## src/rtl/prio_rr_arbiter.sv

```systemverilog
// prio_rr_arbiter: one-hot grant arbiter with hold limit; ARB_ROUND_ROBIN_EN selects round-robin over fixed priority.
module prio_rr_arbiter #(
  parameter int N = 4,
  parameter int MAX_HOLD = 8
) (
  input  logic                 clk,
  input  logic                 reset,
  input  logic                 en,
  input  logic [N-1:0]         req,
  input  logic                 done,
  output logic [N-1:0]         gnt,
  output logic                 gnt_valid,
  output logic [$clog2(N)-1:0] gnt_id,
  output logic                 preempt
);
  localparam int IDW = $clog2(N);
  localparam int HW = MAX_HOLD > 0 ? $clog2(MAX_HOLD + 1) : 1;
  typedef enum logic [1:0] {IDLE, GRANT, GAP} state_t;
  state_t state, state_n;
  logic [HW-1:0] hold, hold_n;
  logic [IDW-1:0] win, gnt_id_n;
  logic [N-1:0] gnt_n;
  logic pick, hit_limit, rel, preempt_n;
`ifdef ARB_ROUND_ROBIN_EN
  logic [IDW-1:0] last_id;
  // descending k leaves the nearest requester after last_id as the winner
  always_comb begin
    win = '0;
    for (int k = N; k >= 1; k--)
      if (req[(int'(last_id) + k) % N]) win = IDW'((int'(last_id) + k) % N);
  end
  always_ff @(posedge clk or posedge reset)
    if (reset) last_id <= IDW'(N - 1);
    else if (pick) last_id <= win;
`else
  always_comb begin
    win = '0;
    for (int i = 0; i < N; i++)
      if (req[i]) win = IDW'(i);
  end
`endif
  assign pick = (state != GRANT) && en && (|req);
  assign hit_limit = (MAX_HOLD != 0) && (int'(hold) + 1 >= MAX_HOLD);
  assign rel = done || !req[gnt_id] || hit_limit;
  assign gnt_valid = |gnt;
  always_comb begin
    state_n = state;
    gnt_n = gnt;
    gnt_id_n = gnt_id;
    hold_n = hold;
    preempt_n = 1'b0;
    if (state == GRANT) begin
      if (rel) begin
        state_n = GAP;
        gnt_n = '0;
        gnt_id_n = '0;
        preempt_n = hit_limit && !done && req[gnt_id];
      end else begin
        hold_n = (int'(hold) >= MAX_HOLD) ? hold : hold + 1'b1;
      end
    end else if (pick) begin
      state_n = GRANT;
      gnt_n = '0;
      gnt_n[win] = 1'b1;
      gnt_id_n = win;
      hold_n = '0;
    end else begin
      state_n = IDLE;
    end
  end
  always_ff @(posedge clk or posedge reset)
    if (reset) begin
      state <= IDLE;
      gnt <= '0;
      gnt_id <= '0;
      hold <= '0;
      preempt <= 1'b0;
    end else begin
      state <= state_n;
      gnt <= gnt_n;
      gnt_id <= gnt_id_n;
      hold <= hold_n;
      preempt <= preempt_n;
    end
endmodule

```

## config.mk

```make
export PLATFORM = sky130hd
export DESIGN_NAME = prio_rr_arbiter
export DESIGN_NICKNAME = d
export VERILOG_FILES = /design/src/rtl/prio_rr_arbiter.sv
export SDC_FILE = /design/constraint.sdc
export NUM_CORES = 1
export LEC_CHECK = 0
export ABC_CLOCK_PERIOD_IN_PS = 1570
export CAP_MARGIN = 5
export CELL_PAD_IN_SITES_DETAIL_PLACEMENT = 0
export CELL_PAD_IN_SITES_GLOBAL_PLACEMENT = 1
export CORE_MARGIN = 2
export CORE_UTILIZATION = 33
export DETAILED_ROUTE_END_ITERATION = 7
export PLACE_DENSITY = 0.75
export SLEW_MARGIN = 40
export SYNTH_ARGS = -nofsm -noshare
export SYNTH_HDL_FRONTEND = slang
export SYNTH_SLANG_ARGS = --single-unit
```

## constraint.sdc

```tcl
create_clock -name clk -period 1.57 [get_ports clk]
set_input_delay 0.2355 -clock clk [delete_from_list [all_inputs] [get_ports clk]]
set_output_delay 0.2355 -clock clk [all_outputs]
set_load 0.02 [all_outputs]
```

==> report_table.html, run 1 <==
<table>
<tr><th>Metric</th><th>Value</th></tr>
<tr><th colspan="2">Layout</th></tr>
<tr><td>Final core area utilization</td><td>a little under three fifths</td></tr>
<tr><td>Number of inserted diodes</td><td>0</td></tr>
<tr><td>Final Cell Area</td><td>1120 sq um</td></tr>
<tr><td>Non-filler instance count after layout</td><td>around 130</td></tr>
<tr><td>Layout area overhead</td><td>56.4%</td></tr>
<tr><td>Fraction of layout instances using a drive strength above 1</td><td>between 40% and 50%</td></tr>
<tr><td>Final-stage net count</td><td>~110</td></tr>
<tr><td>Filler instances</td><td>approximately 190</td></tr>
<tr><th colspan="2">Routing</th></tr>
<tr><td>WL per Instance</td><td>13.9 um</td></tr>
<tr><td>Total DRC errors in the routed layout</td><td>0</td></tr>
<tr><td>Vias per cell</td><td>between 4 and 5</td></tr>
<tr><td>Routed via count</td><td>between 600 and 700</td></tr>
<tr><td>Antenna viol nets, final</td><td>0</td></tr>
<tr><td>Iteration count of the initial detailed-routing pass</td><td>4</td></tr>
<tr><td>Routed WL</td><td>1780 um</td></tr>
<tr><td>Number of DRC markers after the initial detailed-route iteration</td><td>9</td></tr>
<tr><th colspan="2">Place</th></tr>
<tr><td>Buffers added on ports</td><td>15</td></tr>
<tr><td>Worst setup slack before clock tree synthesis</td><td>-0.309 ns</td></tr>
<tr><td>Total cell area at the placement stage</td><td>about 1000 sq um</td></tr>
<tr><td>Placed cell count</td><td>around 120</td></tr>
<tr><td>HPWL Detailed</td><td>1270 um</td></tr>
<tr><td>Final RePlAce weighted congestion</td><td>slightly below 0.8</td></tr>
<tr><th colspan="2">Global routing</th></tr>
<tr><td>GR Util All Layers</td><td>15.1%</td></tr>
<tr><td>Antenna violations before repair</td><td>0</td></tr>
<tr><td>Global-route wire length before repair</td><td>approximately 2900 um</td></tr>
<tr><td>Vias in the first global route</td><td>approximately 630</td></tr>
<tr><td>Maximum number of pins on one net before global-route repair</td><td>14</td></tr>
<tr><td>Remaining Overflow, GRT</td><td>0</td></tr>
<tr><th colspan="2">Power and ir drop</th></tr>
<tr><td>Leakage power</td><td>~0.56 nW</td></tr>
<tr><td>PwrDens</td><td>approximately 1400 nW/um^2</td></tr>
<tr><td>Sum of internal, switching and leakage power</td><td>approximately 1.5 mW</td></tr>
<tr><td>IR Drop Worst-Case VDD</td><td>0.825 mV</td></tr>
<tr><th colspan="2">Clock network</th></tr>
<tr><td>Num CTS Buffers</td><td>3</td></tr>
<tr><td>Clock Tree Root</td><td>clkbuf_4</td></tr>
<tr><td>Clock insertion delay at the later pin of the skew report</td><td>0.28 ns</td></tr>
<tr><td>TritonCTS clock tree</td><td>yes</td></tr>
<tr><td>CTS sink count</td><td>13</td></tr>
<tr><td>Maximum number of buffers from clock root to sink</td><td>2</td></tr>
<tr><td>Reg clk slew, reported paths</td><td>roughly 0.080 ns</td></tr>
<tr><td>CTS HTree Levels</td><td>1</td></tr>
<tr><th colspan="2">Yosys</th></tr>
<tr><td>Biggest area contributors in the synthesized netlist</td><td>dfrtp_1 (45%), mux2i_1 (5.6%), o32ai_4 (3.8%)</td></tr>
<tr><td>Most instantiated library cell after synthesis</td><td>dfrtp_1</td></tr>
<tr><td>Cell taking the most area after synthesis</td><td>dfrtp_1</td></tr>
<tr><td>Synth top cells by count</td><td>dfrtp_1 (13), nand2_1 (7), inv_1 (5), mux2i_1 (4)</td></tr>
<tr><td>Flip-flop cell with the highest count after synthesis</td><td>dfrtp_1</td></tr>
<tr><td>Cell area after synthesis</td><td>around 720 sq um</td></tr>
<tr><td>Synth Register Bits</td><td>13</td></tr>
<tr><td>Post-Syn Instances</td><td>between 60 and 70</td></tr>
<tr><td>Warnings from Yosys</td><td>0</td></tr>
<tr><td>Post-Synthesis Mean Instance Area</td><td>11.4 sq um</td></tr>
<tr><td>Sequential area share after synthesis</td><td>a little under half</td></tr>
<tr><td>Syn nets</td><td>between 70 and 80</td></tr>
<tr><td>Share of Yosys cell area claimed by the top area cell type</td><td>45.4%</td></tr>
<tr><td>Post-synth EDFFs</td><td>0</td></tr>
<tr><td>Number of library cell types mapped by synthesis</td><td>27</td></tr>
<tr><td>FFs w/ async S/R, synth</td><td>100%</td></tr>
<tr><th colspan="2">Die</th></tr>
<tr><td>Area of the die</td><td>approximately 2600 sq um</td></tr>
<tr><td>Row cnt</td><td>16</td></tr>
<tr><td>Total core area</td><td>approximately 2000 sq um</td></tr>
<tr><td>Die Wd</td><td>50.6 um</td></tr>
<tr><td>Die height</td><td>slightly above 50 um</td></tr>
<tr><td>Starting Density</td><td>35.8%</td></tr>
<tr><td>Number of top-level design ports</td><td>16</td></tr>
<tr><th colspan="2">Worst setup path</th></tr>
<tr><td>Crit Path Class</td><td>reg2out</td></tr>
<tr><td>Data required time at the worst endpoint</td><td>1.33 ns</td></tr>
<tr><td>Startpoint of the worst-slack reg-to-reg timing path</td><td>gnt_id[0]</td></tr>
<tr><td>Maximum fanout along the worst path</td><td>2</td></tr>
<tr><td>Kind of capture point of the worst setup path</td><td>output pin</td></tr>
<tr><td>Arr. time, crit path</td><td>~1.4 ns</td></tr>
<tr><td>Sort of element at the start of the critical path</td><td>register</td></tr>
<tr><td>Timing startpoint of the critical path</td><td>gnt[1]</td></tr>
<tr><td>Register-to-register setup slack</td><td>0.04 ns</td></tr>
<tr><th colspan="2">STA</th></tr>
<tr><td>Unrepaired setup endpoints after global routing</td><td>yes</td></tr>
<tr><td>Fin. Hold Viols</td><td>0</td></tr>
<tr><td>Clock Skew</td><td>~0.0042 ns</td></tr>
<tr><td>Slew Viols, Final</td><td>0</td></tr>
<tr><td>Headroom to the max-slew limit</td><td>approximately two thirds</td></tr>
<tr><td>Final setup margin</td><td>-0.0322 ns</td></tr>
<tr><td>Final setup vio count</td><td>1</td></tr>
<tr><td>Final sum of negative setup slack</td><td>-0.0322 ns</td></tr>
<tr><td>Post-Route Hold Slack</td><td>~0.27 ns</td></tr>
<tr><td>Final clock period utilization by the worst path</td><td>102%</td></tr>
<tr><td>Maximum operating frequency</td><td>0.624 GHz</td></tr>
<tr><td>Transition at the pin with the smallest max-transition slack</td><td>roughly 0.5 ns</td></tr>
<tr><td>Final critical-path required period</td><td>between 1.5 and 2 ns</td></tr>
<tr><th colspan="2">Flow run</th></tr>
<tr><td>Reported max-cap violation count</td><td>0</td></tr>
<tr><th colspan="2">Outcome</th></tr>
<tr><td>Outcome</td><td>complete, but fails checks</td></tr>
<tr><td>Failing checks</td><td>setup timing</td></tr>
<tr><th colspan="2">Min path</th></tr>
<tr><td>Hold Path Class</td><td>in2async</td></tr>
</table>
worst paths after layout:
kind,to,cells past startpoint
min in group clk,gnt[1],3
max,gnt_valid,2
min reg2reg,hold[2],1
max reg2reg,gnt[2],4
max in group asynchronous,gnt_id[1],2
min,gnt[0],2
what timing repair did:
action / in CTS / in global routing
buffers inserted: 0 / 1
pin swaps: 1 / 2
resized for setup: 10 / 10
endpoints found under the setup margin: 10 / 10
hold buffers: 0 / 0
per-layer routing:
metal | GRT usage (%) | up-vias | routed length [um]
met1 | 19.7 | 304 | 797
met3 | 5.36 | 5 | 101
met5 | 0 | - | 0
met2 | 23.5 | 19 | 854
met4 | 4.05 | 0 | 29
li1 | - | 310 | -
cells in the final DEF (no fill, tap or decap), types with 2 or more instances in the layout:
cell,instances
a21oi_1,3
a32o_2,2
and2_1,2
buf_4,19
clkbuf_4,3
clkdlybuf4s50_1,6
dfrtp_1,11
dfrtp_2,2
dlygate4sd2_1,5
dlymetal6s2s_1,3
ha_1,2
inv_1,5
mux2i_1,2
mux2i_4,2
nand2_1,7
nor2b_1,3
nor3_1,2
or4_4,2
area by class of cell:
cell class	count	area, sq um	share of cell area [%]
Multi-Input combinational cell	45	419	37.4
Sequential cell	13	328	29.2
Timing Repair Buffer	34	295	26.3
Clock buffer	4	26.3	2.34
Inverter	5	18.8	1.67
Tap cell	27	33.8	3.01
cells by family after synthesis:
family,after synthesis,synth area share [%]
DFF,13,45.4
buffers and inverters,5,2.62
muxes,4,5.58
AOI/OAI and AO/OA,14,21.1
adders and majority gates,2,3.49
and+or+nand+nor,25,21.8
power by group:
part	internal, mW	switching, mW
Combinational	0.427	0.380
Sequential	0.421	0.0775
Clock	0.0986	0.111
state kept, by name, summed over array words and instances (netlist names):
name / cells
hold: 4
gnt: 4
preempt: 1
state: 2
gnt_id: 2
worst max-delay path, cell delays in order, from the launching register on:
cell	delay (ns)
dfrtp_1	0.39
or4_4	0.55
buf_6	0.15
Note: power is estimated with default switching activity, not from simulation.
==> run 2, diff against run 1 <==
--- a/config.mk
+++ b/config.mk
@@ -12,7 +12,7 @@
 export CORE_MARGIN = 2
 export CORE_UTILIZATION = 33
 export DETAILED_ROUTE_END_ITERATION = 7
-export PLACE_DENSITY = 0.75
+export PLACE_DENSITY = 0.77
 export SLEW_MARGIN = 40
 export SYNTH_ARGS = -nofsm -noshare
 export SYNTH_HDL_FRONTEND = slang
==> report_table.html, run 2 (synthesized netlist as in run 1, its figures left out) <==
<table>
<tr><th>Metric</th><th>Value</th></tr>
<tr><th colspan="2">Layout</th></tr>
<tr><td>Fraction of layout instances using a drive strength above 1</td><td>39.4% (-2.2 points)</td></tr>
<tr><td>Leading registers by flop count</td><td>gnt x4, hold x4</td></tr>
<tr><td>Filler instances</td><td>180 (-3.7%)</td></tr>
<tr><td>Final Cell Area</td><td>1090 sq um (-2.9%)</td></tr>
<tr><td>Final-stage net count</td><td>110 (-1.8%)</td></tr>
<tr><td>Number of inserted diodes</td><td>0 (unchanged)</td></tr>
<tr><td>Storage cell area</td><td>328 sq um (unchanged)</td></tr>
<tr><td>Area occupied by multi-input gates</td><td>397 sq um (-5.4%)</td></tr>
<tr><td>Commonest non-fill, non-tap cells in the layout</td><td>buf_4 (17), dfrtp_1 (11), nand2_1 (7), clkdlybuf4s50_1 (7), inv_1 (5)</td></tr>
<tr><td>Most frequent standard cell in the layout excluding fill and tap cells</td><td>buf_4</td></tr>
<tr><td>Layout area overhead</td><td>51.8%</td></tr>
<tr><th colspan="2">Worst setup path</th></tr>
<tr><td>Sort of element at the start of the critical path</td><td>register</td></tr>
<tr><td>Slowest stage cell on the critical path</td><td>or4b_4</td></tr>
<tr><td>Arr. time, crit path</td><td>1.75 ns (+0.38 ns)</td></tr>
<tr><td>Data required time at the worst endpoint</td><td>1.73 ns (+0.40 ns)</td></tr>
<tr><td>Maximum fanout along the worst path</td><td>5 (+3)</td></tr>
<tr><td>Dominant delay contributor by cell family on the critical path</td><td>compound AO/OA/AOI/OAI gates</td></tr>
<tr><td>Crit Path Class</td><td>reg2reg</td></tr>
<tr><td>Cell-by-cell trace of the critical path</td><td>or4b_4, o32ai_4, a221o_1, o31ai_4</td></tr>
<tr><td>Register-to-register setup slack</td><td>-0.01 ns (-0.05 ns)</td></tr>
<tr><td>Count of buffering cells on the critical path with inverters included</td><td>0 (-1)</td></tr>
<tr><td>Delay of the slowest cell on the worst path</td><td>0.53 ns (-0.02 ns)</td></tr>
<tr><td>Kind of capture point of the worst setup path</td><td>register</td></tr>
<tr><th colspan="2">STA</th></tr>
<tr><td>Final setup margin</td><td>-0.0140 ns (+0.0183 ns)</td></tr>
<tr><td>Final critical-path required period</td><td>1.58 ns (-0.0183 ns)</td></tr>
<tr><td>Final sum of negative setup slack</td><td>-0.0167 ns (+0.0155 ns)</td></tr>
<tr><td>Slew Viols, Final</td><td>0 (unchanged)</td></tr>
<tr><td>Unrepaired setup endpoints after global routing</td><td>yes</td></tr>
<tr><td>Maximum operating frequency</td><td>0.631 GHz (+1.2%)</td></tr>
<tr><td>Headroom to the max-slew limit</td><td>67.7% (+0.57 points)</td></tr>
<tr><td>Transition at the pin with the smallest max-transition slack</td><td>0.483 ns (-0.00853 ns)</td></tr>
<tr><td>Final setup vio count</td><td>2 (+1)</td></tr>
<tr><td>Clock Skew</td><td>0.00163 ns (-0.00259 ns)</td></tr>
<tr><td>Fin. Hold Viols</td><td>0 (unchanged)</td></tr>
<tr><td>Post-Route Hold Slack</td><td>0.270 ns (+0.000549 ns)</td></tr>
<tr><td>Final clock period utilization by the worst path</td><td>101% (-1.2 points)</td></tr>
<tr><th colspan="2">Power and ir drop</th></tr>
<tr><td>PwrDens</td><td>1320 nW/um^2 (-2.4%)</td></tr>
<tr><td>Sum of internal, switching and leakage power</td><td>1.44 mW (-5.2%)</td></tr>
<tr><td>IR Drop Worst-Case VDD</td><td>0.628 mV (-24%)</td></tr>
<tr><td>Leakage power</td><td>0.559 nW (+0.81%)</td></tr>
<tr><th colspan="2">Clock network</th></tr>
<tr><td>CTS sink count</td><td>13 (unchanged)</td></tr>
<tr><td>Hold_buf cts</td><td>0 (unchanged)</td></tr>
<tr><td>CTS HTree Levels</td><td>1 (unchanged)</td></tr>
<tr><td>Maximum number of buffers from clock root to sink</td><td>2 (unchanged)</td></tr>
<tr><td>Clock Tree Root</td><td>clkbuf_4</td></tr>
<tr><td>TritonCTS clock tree</td><td>yes</td></tr>
<tr><td>Num CTS Buffers</td><td>3 (unchanged)</td></tr>
<tr><td>Reg clk slew, reported paths</td><td>0.08 ns (about the same)</td></tr>
<tr><td>Clock insertion delay at the later pin of the skew report</td><td>0.27 ns (about the same)</td></tr>
<tr><th colspan="2">Min path</th></tr>
<tr><td>Hold Path Class</td><td>in2async</td></tr>
<tr><th colspan="2">Global routing</th></tr>
<tr><td>Remaining Overflow, GRT</td><td>0 (unchanged)</td></tr>
<tr><td>Antenna violations before repair</td><td>0 (unchanged)</td></tr>
<tr><td>Maximum number of pins on one net before global-route repair</td><td>14 (unchanged)</td></tr>
<tr><td>GR Util All Layers</td><td>15.0% (-0.063 points)</td></tr>
<tr><td>Vias in the first global route</td><td>626 (-0.32%)</td></tr>
<tr><td>Global-route wire length before repair</td><td>2800 um (-2.6%)</td></tr>
<tr><th colspan="2">Routing</th></tr>
<tr><td>Routed via count</td><td>603 (-5.5%)</td></tr>
<tr><td>Antenna viol nets, final</td><td>0 (unchanged)</td></tr>
<tr><td>Total DRC errors in the routed layout</td><td>0 (unchanged)</td></tr>
<tr><td>Routed WL</td><td>1610 um (-9.5%)</td></tr>
<tr><td>Iteration count of the initial detailed-routing pass</td><td>4 (unchanged)</td></tr>
<tr><td>Number of DRC markers after the initial detailed-route iteration</td><td>12 (+3)</td></tr>
<tr><td>WL per Instance</td><td>12.8 um (-8.1%)</td></tr>
<tr><td>Vias per cell</td><td>4.79 (-4.0%)</td></tr>
<tr><th colspan="2">Outcome</th></tr>
<tr><td>Outcome</td><td>complete, but fails checks</td></tr>
<tr><td>Failing checks</td><td>setup timing</td></tr>
<tr><th colspan="2">Die</th></tr>
<tr><td>Row cnt</td><td>16 (unchanged)</td></tr>
<tr><td>Starting Density</td><td>35.8% (unchanged)</td></tr>
<tr><td>Area of the die</td><td>2560 sq um (unchanged)</td></tr>
<tr><td>Die height</td><td>50.6 um (unchanged)</td></tr>
<tr><td>Die Wd</td><td>50.6 um (unchanged)</td></tr>
<tr><td>Total core area</td><td>2000 sq um (unchanged)</td></tr>
<tr><td>Number of top-level design ports</td><td>16 (unchanged)</td></tr>
<tr><th colspan="2">Place</th></tr>
<tr><td>Final RePlAce weighted congestion</td><td>0.712 (-7.6%)</td></tr>
<tr><td>HPWL Detailed</td><td>1200 um (-5.5%)</td></tr>
<tr><td>Buffers added on ports</td><td>15 (unchanged)</td></tr>
<tr><td>Total cell area at the placement stage</td><td>1020 sq um (-2.2%)</td></tr>
<tr><th colspan="2">Flow run</th></tr>
<tr><td>Reported max-cap violation count</td><td>0 (unchanged)</td></tr>
</table>
[run 2: cell types whose count changed in the layout (fill, tap and decap cells not counted), sizes merged]
cell	previous run	this run
dlygate4sd2	5	3
clkdlybuf4s50	6	7
dlymetal6s2s	3	4
buf	20	18
[run 2: metal layers]
layer  vias to the layer above  part of all wire, %  track usage (%)
met5                         -                    0                0
met4                         0                  1.1             8.11
met3                         2                  2.1             3.57
met2                         8                   47             23.0
met1                       288                   50             19.4
li1                        305                    -                -
[run 2: final timing paths]
| kind | from | end | depth (start not counted) |
|---|---|---|---|
| max in group asynchronous | reset | gnt_id[1] | 2 |
| setup / recovery | state[1] | hold[0] | 4 |
| hold reg to reg | hold[2] | hold[2] | 1 |
| min in group clk | done | hold[2] | 5 |
| setup reg to reg | state[1] | hold[0] | 4 |
| hold / removal | reset | hold[1] | 2 |
[run 2: worst reg2reg max path: cells and delay by family, from the launching register on]
kind               cells  cell delay (ns)
AOI/OAI and AO/OA      3             0.56
and+or+nand+nor        1             0.53
DFF                    1             0.39
[run 2: stage by stage]
step,utilization (%),setup WS (ns),std cells
4_1_cts,52.6,-0.0310,125
5_1_grt,54.4,-0.0447,126
6_report,54.4,-0.0140,126
3_3_place_gp,51.1,-0.303,120
2_1_floorplan,-,0.00982,63
3_5_place_dp,51.1,-0.344,120
[run 2: where the power goes]
| part | internal (mW) | switching (mW) |
|---|---|---|
| registers | 0.421 | 0.0659 |
| clock network | 0.0984 | 0.116 |
| logic | 0.374 | 0.360 |
[run 2: layout make-up]
class                      instances  share of cell area, %
inverter                           5                   1.72
clock buffer                       4                   2.41
multi-input combinational         45                   36.4
timing repair buffer              32                   26.2
sequential                        13                   30.1
tap                               27                   3.10
[run 2: repair_timing]
| item | CTS | global route |
|---|---|---|
| setup endpoints to repair | 9 | 11 |
| pin swaps | 1 | 6 |
| buffers inserted | 1 | 1 |
| gates cloned | 0 | 0 |
| resized for setup | 8 | 8 |
